## src/rtl/huffman_decoder_if.sv

```systemverilog
// Bundles the configuration port, the serial code-bit stream and the decoded
// symbol handshake of the canonical Huffman decoder.
interface huffman_decoder_if;
    logic       cfg_we;
    logic       cfg_sel;
    logic [6:0] cfg_addr;
    logic [7:0] cfg_data;
    logic       sync_clr;
    logic       bit_in;
    logic       bit_valid;
    logic       bit_ready;
    logic [6:0] ascii_out;
    logic       ascii_valid;
    logic       ascii_ready;
    logic [3:0] code_len;
    logic       err;

    // Side that loads tables, feeds bits and consumes symbols
    modport master (
        output cfg_we,
        output cfg_sel,
        output cfg_addr,
        output cfg_data,
        output sync_clr,
        output bit_in,
        output bit_valid,
        output ascii_ready,
        input  bit_ready,
        input  ascii_out,
        input  ascii_valid,
        input  code_len,
        input  err
    );

    // Decoder side
    modport slave (
        input  cfg_we,
        input  cfg_sel,
        input  cfg_addr,
        input  cfg_data,
        input  sync_clr,
        input  bit_in,
        input  bit_valid,
        input  ascii_ready,
        output bit_ready,
        output ascii_out,
        output ascii_valid,
        output code_len,
        output err
    );
endinterface

```

## src/rtl/huffman_decoder.sv

```systemverilog
// Serial canonical Huffman decoder. Consumes one code bit per cycle (MSB
// first), tracks the running first-code (f), code value (c) and symbol base
// (b) for the current length, and emits the table symbol on a match.
// Count and symbol tables are written through the cfg port.
module huffman_decoder #(
    parameter int MAX_LEN = 10,
    parameter int NUM_SYM = 96
) (
    input logic         clk,
    input logic         reset,
    huffman_decoder_if.slave dec
);

    localparam logic [3:0]  MAX_LEN_L = 4'(MAX_LEN);
    localparam logic [6:0]  MAX_LEN_A = 7'(MAX_LEN);
    localparam logic [7:0]  NUM_SYM_A = 8'(NUM_SYM);
    localparam logic [11:0] NUM_SYM_I = 12'(NUM_SYM);

    // Per-length code counts (length 0 is implicit and always zero)
    logic [7:0] count_tbl [1:MAX_LEN];
    // Symbols in canonical order
    logic [6:0] sym_tbl [0:NUM_SYM-1];

    // Partial-code tracking
    logic [3:0]  len;
    logic [10:0] c;
    logic [10:0] f;
    logic [6:0]  b;

    // Output registers
    logic [6:0] ascii_q;
    logic       ascii_valid_q;
    logic [3:0] code_len_q;
    logic       err_q;

    // Next-bit datapath
    logic [7:0]  cnt_cur;
    logic [7:0]  cnt_nxt;
    logic [3:0]  len_n;
    logic [10:0] c_n;
    logic [10:0] f_n;
    logic [6:0]  b_n;
    logic [10:0] diff;
    logic [11:0] idx;
    logic [6:0]  sym_rd;
    logic        match;
    logic        idx_ok;
    logic        last_len;
    logic        bit_ready_w;
    logic        accept;

    // Primed values for the incoming bit and the match test against them
    always_comb begin
        cnt_cur  = (len == 4'd0) ? 8'd0 : count_tbl[len];
        len_n    = len + 4'd1;
        cnt_nxt  = count_tbl[len_n];
        c_n      = (c << 1) | {10'd0, dec.bit_in};
        f_n      = (f + {3'b000, cnt_cur}) << 1;
        b_n      = 7'({1'b0, b} + cnt_cur);
        diff     = c_n - f_n;
        match    = (c_n >= f_n) && (diff < {3'b000, cnt_nxt});
        idx      = {5'd0, b_n} + {1'b0, diff};
        idx_ok   = (idx < NUM_SYM_I);
        sym_rd   = sym_tbl[idx[6:0]];
        last_len = (len_n == MAX_LEN_L);
    end

    // A bit is taken only when the output slot is free and nothing else
    // (error, table write, clear, reset) owns the cycle
    always_comb begin
        bit_ready_w = !reset && (!ascii_valid_q || dec.ascii_ready) &&
                      !err_q && !dec.cfg_we && !dec.sync_clr;
        accept      = dec.bit_valid && bit_ready_w;
    end

    // Table storage: cleared by reset, written by cfg_we in any state
    always_ff @(posedge clk) begin
        if (reset) begin
            for (int i = 1; i <= MAX_LEN; i++) begin
                count_tbl[i] <= '0;
            end
            for (int i = 0; i < NUM_SYM; i++) begin
                sym_tbl[i] <= '0;
            end
        end else if (dec.cfg_we) begin
            if (!dec.cfg_sel) begin
                if ((dec.cfg_addr != 7'd0) && (dec.cfg_addr <= MAX_LEN_A)) begin
                    count_tbl[dec.cfg_addr[3:0]] <= dec.cfg_data;
                end
            end else if ({1'b0, dec.cfg_addr} < NUM_SYM_A) begin
                sym_tbl[dec.cfg_addr] <= dec.cfg_data[6:0];
            end
        end
    end

    // Decode progress, symbol holding register and sticky error
    always_ff @(posedge clk) begin
        if (reset) begin
            len           <= '0;
            c             <= '0;
            f             <= '0;
            b             <= '0;
            ascii_q       <= '0;
            ascii_valid_q <= 1'b0;
            code_len_q    <= '0;
            err_q         <= 1'b0;
        end else if (dec.sync_clr) begin
            len           <= '0;
            c             <= '0;
            f             <= '0;
            b             <= '0;
            err_q         <= 1'b0;
            ascii_valid_q <= 1'b0;
        end else begin
            if (ascii_valid_q && dec.ascii_ready) begin
                ascii_valid_q <= 1'b0;
            end
            if (dec.cfg_we) begin
                len <= '0;
                c   <= '0;
                f   <= '0;
                b   <= '0;
            end else if (accept) begin
                if (match && idx_ok) begin
                    ascii_q       <= sym_rd;
                    code_len_q    <= len_n;
                    ascii_valid_q <= 1'b1;
                    len           <= '0;
                    c             <= '0;
                    f             <= '0;
                    b             <= '0;
                end else if (match || last_len) begin
                    err_q <= 1'b1;
                    len   <= '0;
                    c     <= '0;
                    f     <= '0;
                    b     <= '0;
                end else begin
                    len <= len_n;
                    c   <= c_n;
                    f   <= f_n;
                    b   <= b_n;
                end
            end
        end
    end

    assign dec.bit_ready   = bit_ready_w;
    assign dec.ascii_out   = ascii_q;
    assign dec.ascii_valid = ascii_valid_q;
    assign dec.code_len    = code_len_q;
    assign dec.err         = err_q;

endmodule

```

## src/flat_wrapper.sv

```systemverilog
// flat-port wrapper written by rule: the top's interface ports become plain ports
module huffman_decoder_flat 
#(
    parameter int MAX_LEN = 10,
    parameter int NUM_SYM = 96
)
  (clk, reset, dec_cfg_we, dec_cfg_sel, dec_cfg_addr, dec_cfg_data, dec_sync_clr, dec_bit_in, dec_bit_valid, dec_ascii_ready, dec_bit_ready, dec_ascii_out, dec_ascii_valid, dec_code_len, dec_err);
  huffman_decoder_if dec_i ();
  input logic clk;
  input logic reset;
  input wire logic [$bits(dec_i.cfg_we)-1:0] dec_cfg_we;
  input wire logic [$bits(dec_i.cfg_sel)-1:0] dec_cfg_sel;
  input wire logic [$bits(dec_i.cfg_addr)-1:0] dec_cfg_addr;
  input wire logic [$bits(dec_i.cfg_data)-1:0] dec_cfg_data;
  input wire logic [$bits(dec_i.sync_clr)-1:0] dec_sync_clr;
  input wire logic [$bits(dec_i.bit_in)-1:0] dec_bit_in;
  input wire logic [$bits(dec_i.bit_valid)-1:0] dec_bit_valid;
  input wire logic [$bits(dec_i.ascii_ready)-1:0] dec_ascii_ready;
  output wire logic [$bits(dec_i.bit_ready)-1:0] dec_bit_ready;
  output wire logic [$bits(dec_i.ascii_out)-1:0] dec_ascii_out;
  output wire logic [$bits(dec_i.ascii_valid)-1:0] dec_ascii_valid;
  output wire logic [$bits(dec_i.code_len)-1:0] dec_code_len;
  output wire logic [$bits(dec_i.err)-1:0] dec_err;
  assign dec_i.cfg_we = dec_cfg_we;
  assign dec_i.cfg_sel = dec_cfg_sel;
  assign dec_i.cfg_addr = dec_cfg_addr;
  assign dec_i.cfg_data = dec_cfg_data;
  assign dec_i.sync_clr = dec_sync_clr;
  assign dec_i.bit_in = dec_bit_in;
  assign dec_i.bit_valid = dec_bit_valid;
  assign dec_i.ascii_ready = dec_ascii_ready;
  assign dec_bit_ready = dec_i.bit_ready;
  assign dec_ascii_out = dec_i.ascii_out;
  assign dec_ascii_valid = dec_i.ascii_valid;
  assign dec_code_len = dec_i.code_len;
  assign dec_err = dec_i.err;
  huffman_decoder #(.MAX_LEN(MAX_LEN), .NUM_SYM(NUM_SYM)) u_core (.clk(clk), .reset(reset), .dec(dec_i));
endmodule
```

## config.mk

```make
export PLATFORM = sky130hd
export DESIGN_NAME = huffman_decoder_flat
export DESIGN_NICKNAME = d
export VERILOG_FILES = /design/src/rtl/huffman_decoder_if.sv /design/src/rtl/huffman_decoder.sv /design/src/flat_wrapper.sv
export SDC_FILE = /design/constraint.sdc
export NUM_CORES = 1
export LEC_CHECK = 0
export CORE_ASPECT_RATIO = 1.25
export CORE_MARGIN = 4
export CORE_UTILIZATION = 50
export DETAILED_ROUTE_END_ITERATION = 10
export GPL_TIMING_DRIVEN = 0
export PLACE_DENSITY = 0.68
export SYNTH_ARGS = -nofsm -noshare
export SYNTH_HDL_FRONTEND = slang
export SYNTH_SLANG_ARGS = --single-unit
```

## constraint.sdc

```tcl
create_clock -name clk -period 5.9 [get_ports clk]
set_input_delay 1.475 -clock clk [delete_from_list [all_inputs] [get_ports clk]]
set_output_delay 1.475 -clock clk [all_outputs]
set_load 0.01 [all_outputs]
```

==> run_results.csv, run 1 <==
group,metric,value,unit
yosys,yosysSeqAreaShare,64.06,%
timing,fin_setup_tns,0,ns
power,p_clk_share,39.8,%
final_layout,fin_area,0.05691,mm²
clock_tree,clkSinkCount,1071,
final_layout,syn2layout_area_growth,15.05,%
place,hpwl,100.4,mm
yosys,ys_async_sr_fraction,0,%
power,power_frac_seq,54.0,%
outcome,outcome,"complete, no violations",
grt,grt_usage,28.04,%
place,dp.cells,4696,
yosys,synth_flop_cell,"edfxtp_1",
setup_path,reg2reg_depth,25,
grt,grt.overflow.total,0,
flow_run,max-cap-violations,0,
clock_tree,max-clock-path-buffers,3,
final_layout,fin_cells,4919,
grt,antenna_found_initial,10,
final_layout,seq_area,0.03170,mm²
power,internal-power,12.82,mW
place,dpl_cell_area,0.05265,mm²
yosys,yosysTopAreaCell,"edfxtp_1",
timing,maxSlewViolCount,0,
floorplanning,io_pins,37,
routing,finalWirelength,144.9,mm
clock_tree,path_clk_slew,0.06,ns
clock_tree,cts_buffers,103,
setup_path,crit_arrival,6.39,ns
floorplanning,die_area,0.1041,mm²
routing,vias,29540,
worst_hold_path,min_path_cells,2,
yosys,syn_inst,3075,
power,p_sw,3.648,mW
clock_tree,root_buffer,"clkbuf_16",
timing,setup_viol_count_final,0,
final_layout,drive_gt1_share,19.94,%
routing,routedWlPerCell,29.45,µm
final_layout,multi_input_area,0.01805,mm²
routing,drtAntennaViolNets,0,
power,sw_frac_of_total,22.16,%
timing,max_freq,171.4,MHz
worst_hold_path,hold_class,"flip-flop to flip-flop",
setup_path,critical_path_class,"flip-flop to flip-flop",
routing,drtIter0Drc,3552,
grt,grt_pass1_vias,29780,
power,leakage,19.90,nW
yosys,yosysTopAreaCellShare,62.16,%
yosys,synth_seq_cells,1071,
final_layout,final_util,58.16,%
floorplanning,dieWidth,289.3,µm
clock_tree,cts_tree,"built",
clock_tree,clk_latency,0.69,ns
setup_path,worst_ep_required_time,6.46,ns
power,power.share.combinational,6.3,%
timing,tightest_slew,1.393,ns
floorplanning,start_util,50.55,%
grt,grt_max_degree,46,
floorplanning,die-height,359.7,µm
timing,hold_violations,0,
yosys,synth_edf_count,1024,
timing,fin_crit_sh,98.86,%
final_layout,fillers,7576,
clock_tree,hold_buffers,0,
grt,grt_pass1_wl,207.2,mm
yosys,yosys_warnings,0,
yosys,synth_cell_types,74,
routing,vias_per_cell,6.005,
clock_tree,cts-htree-levels,3,
timing,holdWs,0.4661,ns
floorplanning,rows,128,
routing,drc_errors,0,
timing,slew_headroom,7.137,%
final_layout,fin_nets,3597,
setup_path,critPathMaxFanout,8,
yosys,synthTopCellsByArea,"edfxtp_1 62%, mux4_2 16%, and2_1 9.6%",
setup_path,reg2reg_slack,0.07,ns
timing,rsz0062_at_grt,"yes",
setup_path,end_kind,"flip-flop",
timing,layout_min_cycle_time,5.833,ns
routing,drt_pass1_iterations,6,
place,globalplace.congestion,0.9741,
yosys,avgSynthCellArea,16.09,µm²
timing,clock_skew,0.02425,ns
yosys,synthesis.area,0.04947,mm²
setup_path,worstSetupStartpointType,"flip-flop",
power,cellPowerDensity,289.3,mW/mm²
place,io_buffers,32,
power,vdd_drop_max,0.0002277,V
floorplanning,core_area,0.09785,mm²
[critical path, stage by stage, from the launching register on]
cell and delay [ns]:
dfxtp_4 0.39, buf_12 0.14, buf_12 0.14, mux4_2 0.53, a211oi_2 0.21, a211o_1 0.22, inv_2 0.06, ha_2 0.18
inv_2 0.06, fa_2 0.47, ha_4 0.28, nor2b_2 0.17, o21a_1 0.18, nor2_2 0.15, xnor2_2 0.15, ha_1 0.27
buf_6 0.13, and2_4 0.15, a311oi_4 0.32, o21ai_4 0.15, xnor2_4 0.38, buf_8 0.20, mux2i_2 0.23, o22ai_2 0.13
o311ai_2 0.30, a21oi_1 0.09
[per-stage QoR]
stage	setup slack [ns]	power (mW)
4_1_cts	0.008517	16.49
3_5_place_dp	-2.360	10.05
5_1_grt	-0.05082	16.91
2_1_floorplan	0.02150	9.563
6_report	0.06736	16.47
3_3_place_gp	-2.337	10.01
[layout by cell type, fill, tap and decap left out, types with 25 or more instances in the layout]
| master | n |
|---|---|
| edfxtp_1 | 1024 |
| and2_1 | 756 |
| mux4_2 | 345 |
| conb_1 | 272 |
| nor2_1 | 161 |
| clkbuf_1 | 154 |
| clkbuf_16 | 107 |
| o21ai_0 | 103 |
| buf_4 | 55 |
| dfxtp_1 | 44 |
| nand2_1 | 38 |
| ha_1 | 34 |
| inv_1 | 31 |
| a21oi_1 | 31 |
| clkdlybuf4s50_1 | 25 |
[registers in the layout, indices dropped and copies added (netlist names), named ones only]
signal / count
u_core.dec.err: 1
u_core.dec.code_len: 4
u_core.dec.ascii_valid: 1
u_core.sym_tbl: 896
u_core.len: 4
u_core.dec.ascii_out: 7
u_core.f: 9
u_core.count_tbl: 128
u_core.c: 10
u_core.b: 7
[Yosys cell counts (5+ instances only)]
master    count
a311oi_1      6
o21ai_0     115
or3_1         5
mux2i_1      23
o31a_1        5
nor2_1      162
a22oi_1      20
dfxtp_1      47
o21bai_1      5
ha_1         40
mux2_2       15
clkbuf_1    154
xnor2_1      14
inv_1        33
a21o_1        8
nor2b_1      17
buf_1         8
a21oi_1      34
mux4_2      345
nand2_1      38
edfxtp_1   1024
o221ai_1      5
o22ai_1      18
nor3b_1       6
buf_4        17
and2_1      757
a211oi_1      6
nor3_1        8
xor2_1        7
buf_6         8
nand3_1      16
buf_2        35
[cells by family after synthesis]
logic type,synth area share [%]
buffers and inverters,2.314
DFF,64.06
muxes,16.57
AOI/OAI and AO/OA,3.116
xor gates and xnor gates,0.5160
other,0.007581
and+or+nand+nor,12.24
adders and majority gates,1.174
[power groups by stage]
| stage | clock, mW | combinational [mW] | sequential [mW] |
|---|---|---|---|
| 2_1_floorplan | 0 | 0.585 | 8.98 |
| 3_3_place_gp | 0 | 0.986 | 9.02 |
| 3_5_place_dp | 0 | 1.00 | 9.04 |
| 4_1_cts | 6.59 | 1.01 | 8.88 |
| 5_1_grt | 6.92 | 1.07 | 8.92 |
| 6_report | 6.55 | 1.04 | 8.88 |
[layer usage]
metal  vias to the layer above  share of wire [%]  GRT usage [%]
met2                      1743                 47          44.15
met3                       448                 10          5.975
met4                         6                7.7          17.92
met5                         -              0.048              0
li1                      12370                  -              -
met1                     14970                 35          35.47
[area by class of cell]
| cell class | count | area share, % |
|---|---|---|
| Sequential cell | 1071 | 55.69 |
| Multi-Input combinational cell | 2019 | 31.71 |
| Clock buffer | 130 | 4.872 |
| Tap cell | 1300 | 2.858 |
| Buffer | 219 | 2.264 |
| Timing Repair Buffer | 83 | 1.471 |
| Clock inverter | 61 | 0.8992 |
| Inverter | 33 | 0.2176 |
| Antenna cell | 3 | 0.01319 |
[repair_timing]
item                                    4_1_cts  5_1_grt
pin swaps                                    15       24
gates resized for setup                     125       58
endpoints found under the setup margin       47       45
buffers inserted                             15       17
cloned                                        0        1
[path summary, 6_finish.rpt]
path / end / startpoint
setup / recovery: u_core.dec.ascii_out[0]$_SDFFE_PP0P_ / flip-flop
hold / removal: u_core.b[6]$_SDFFE_PP0P_ / u_core.b[6]$_SDFFE_PP0P_
setup reg to reg: u_core.dec.ascii_out[0]$_SDFFE_PP0P_ / flip-flop
hold reg to reg: u_core.b[6]$_SDFFE_PP0P_ / u_core.b[6]$_SDFFE_PP0P_
Note: power is estimated with default switching activity, not from simulation.
==> run 2: changes to the inputs <==
Settings changed: CORE_UTILIZATION 50 to 24, PLACE_DENSITY 0.68 to default.
==> run_results.csv, run 2 (synthesis gave the netlist of run 1 again) <==
group,metric,value,unit
outcome,outcome,"complete, no violations",
clock_tree,cts-htree-levels,3,
setup_path,worst_ep_required_time,6.51,ns
routing,drtIter0Drc,3240,
power,leakage,19.98,nW
floorplanning,rows,186,
timing,layout_min_cycle_time,5.857,ns
grt,grt_pass1_vias,29980,
clock_tree,clkSinkCount,1071,
setup_path,worstSetupStartpointType,"flip-flop",
clock_tree,root_buffer,"clkbuf_16",
setup_path,critPathMaxFanout,10,
grt,grt_pass1_wl,218.3,mm
floorplanning,core_area,0.2053,mm²
routing,routedWlPerCell,24.40,µm
clock_tree,max-clock-path-buffers,3,
clock_tree,path_clk_slew,0.07,ns
floorplanning,die_area,0.2135,mm²
clock_tree,cts_tree,"built",
place,globalplace.congestion,0.9508,
final_layout,final_common_cell,"edfxtp_1",
timing,max_freq,170.7,MHz
final_layout,multi_input_area,0.01816,mm²
setup_path,critical_path_class,"flip-flop to flip-flop",
timing,holdWs,0.4765,ns
final_layout,fillers,20620,
clock_tree,clk_latency,0.73,ns
timing,setup_viol_count_final,0,
setup_path,end_kind,"flip-flop",
routing,vias,29520,
grt,grt_max_degree,46,
final_layout,top_register,"u_core.sym_tbl",
power,vdd_drop_max,0.0002340,V
floorplanning,start_util,24.10,%
timing,tightest_slew,1.425,ns
routing,drc_errors,0,
final_layout,seq_area,0.03170,mm²
grt,use_met2,24.11,%
final_layout,reg_top3,"u_core.sym_tbl: 896 flops, u_core.count_tbl: 128 flops, u_core.c: 10 flops",
floorplanning,io_pins,37,
clock_tree,cts_buffers,105,
routing,drtAntennaViolNets,0,
final_layout,layout_common_cells,"1024 x edfxtp_1, 756 x and2_1, 345 x mux4_2",
timing,fin_setup_tns,0,ns
setup_path,crit_arrival,6.47,ns
power,cellPowerDensity,280.8,mW/mm²
timing,fin_crit_sh,99.27,%
final_layout,fin_nets,3607,
grt,grt_util_met3,2.924,%
floorplanning,die-height,515.6,µm
grt,grt_usage,14.19,%
final_layout,largest_reg_flops,896,
flow_run,max-cap-violations,0,
final_layout,final_util,28.72,%
worst_hold_path,hold_class,"flip-flop to flip-flop",
timing,clock_skew,0.03578,ns
timing,rsz0062_at_grt,"yes",
timing,slew_headroom,4.009,%
grt,busiest_layer,"met2",
timing,maxSlewViolCount,0,
timing,hold_violations,0,
routing,drt_pass1_iterations,6,
place,hpwl,109.2,mm
place,io_buffers,32,
grt,grt.overflow.total,0,
final_layout,drive_gt1_share,20.58,%
grt,antenna_found_initial,14,
routing,vias_per_cell,4.645,
floorplanning,dieWidth,414.1,µm
routing,finalWirelength,155.1,mm
final_layout,syn2layout_area_growth,19.18,%
grt,grt_util_met1,16.11,%
power,power,16.56,mW
run 2: per-layer routing:
metal,up-vias,share of wire (%)
met2,1419,49
met5,-,0.035
met1,15250,36
li1,12390,-
met4,8,7.6
met3,458,7.7
run 2: power breakdown:
part	switching, mW	internal [mW]	leakage (nW)
Sequential	0.125	8.75	10.2
Combinational	0.663	0.391	8.20
Clock	3.01	3.62	1.60
run 2: final timing paths:
check	startpoint	to	slack, ns	cells after the start
min reg2reg	u_core.b[6]$_SDFFE_PP0P_	u_core.b[6]$_SDFFE_PP0P_	0.48	2
max	flip-flop	u_core.dec.ascii_out[5]$_SDFFE_PP0P_	0.04	17
max reg2reg	flip-flop	u_core.dec.ascii_out[5]$_SDFFE_PP0P_	0.04	17
min	u_core.b[6]$_SDFFE_PP0P_	u_core.b[6]$_SDFFE_PP0P_	0.48	2
run 2: worst max-delay path: stages, from the launching register on:
cell	delay [ns]
dfxtp_4	0.39
buf_12	0.12
buf_16	0.11
mux4_2	0.48
mux4_2	0.51
nor2b_2	0.23
ha_1	0.25
fa_1	0.51
inv_1	0.09
ha_1	0.44
xor2_2	0.57
clkbuf_2	0.63
mux2i_2	0.37
mux2i_1	0.18
mux2i_2	0.37
a211oi_1	0.14
a21oi_1	0.21
o31ai_1	0.10
run 2: per-stage QoR:
step | std cells | setup WS (ns) | cell area [µm²]
after floorplan | 3346 | 0.02150 | 50490
after global placement | 6104 | -2.856 | 54220
after detailed placement | 6121 | -2.189 | 54430
after CTS | 6335 | -0.008116 | 58550
after global routing | 6353 | -0.06092 | 58950
final | 6356 | 0.04303 | 58960
run 2: area by class of cell:
type                    count  area share [%]
plain buffers             220           2.294
clock buffers             127           4.705
clock inverters            65          0.9040
inverters                  33          0.2101
multi-input cells        2019           30.80
well taps                2726           5.785
repair buffers             90           1.526
diodes                      5         0.02122
flip-flops and latches   1071           53.76
run 2: timing repair:
action / in CTS / in global routing
buffers inserted: 23 / 17
pin swaps: 16 / 25
resized for setup: 161 / 58
endpoints found under the setup margin: 47 / 45
cloned: 1 / 0
hold buffers: 0 / 0
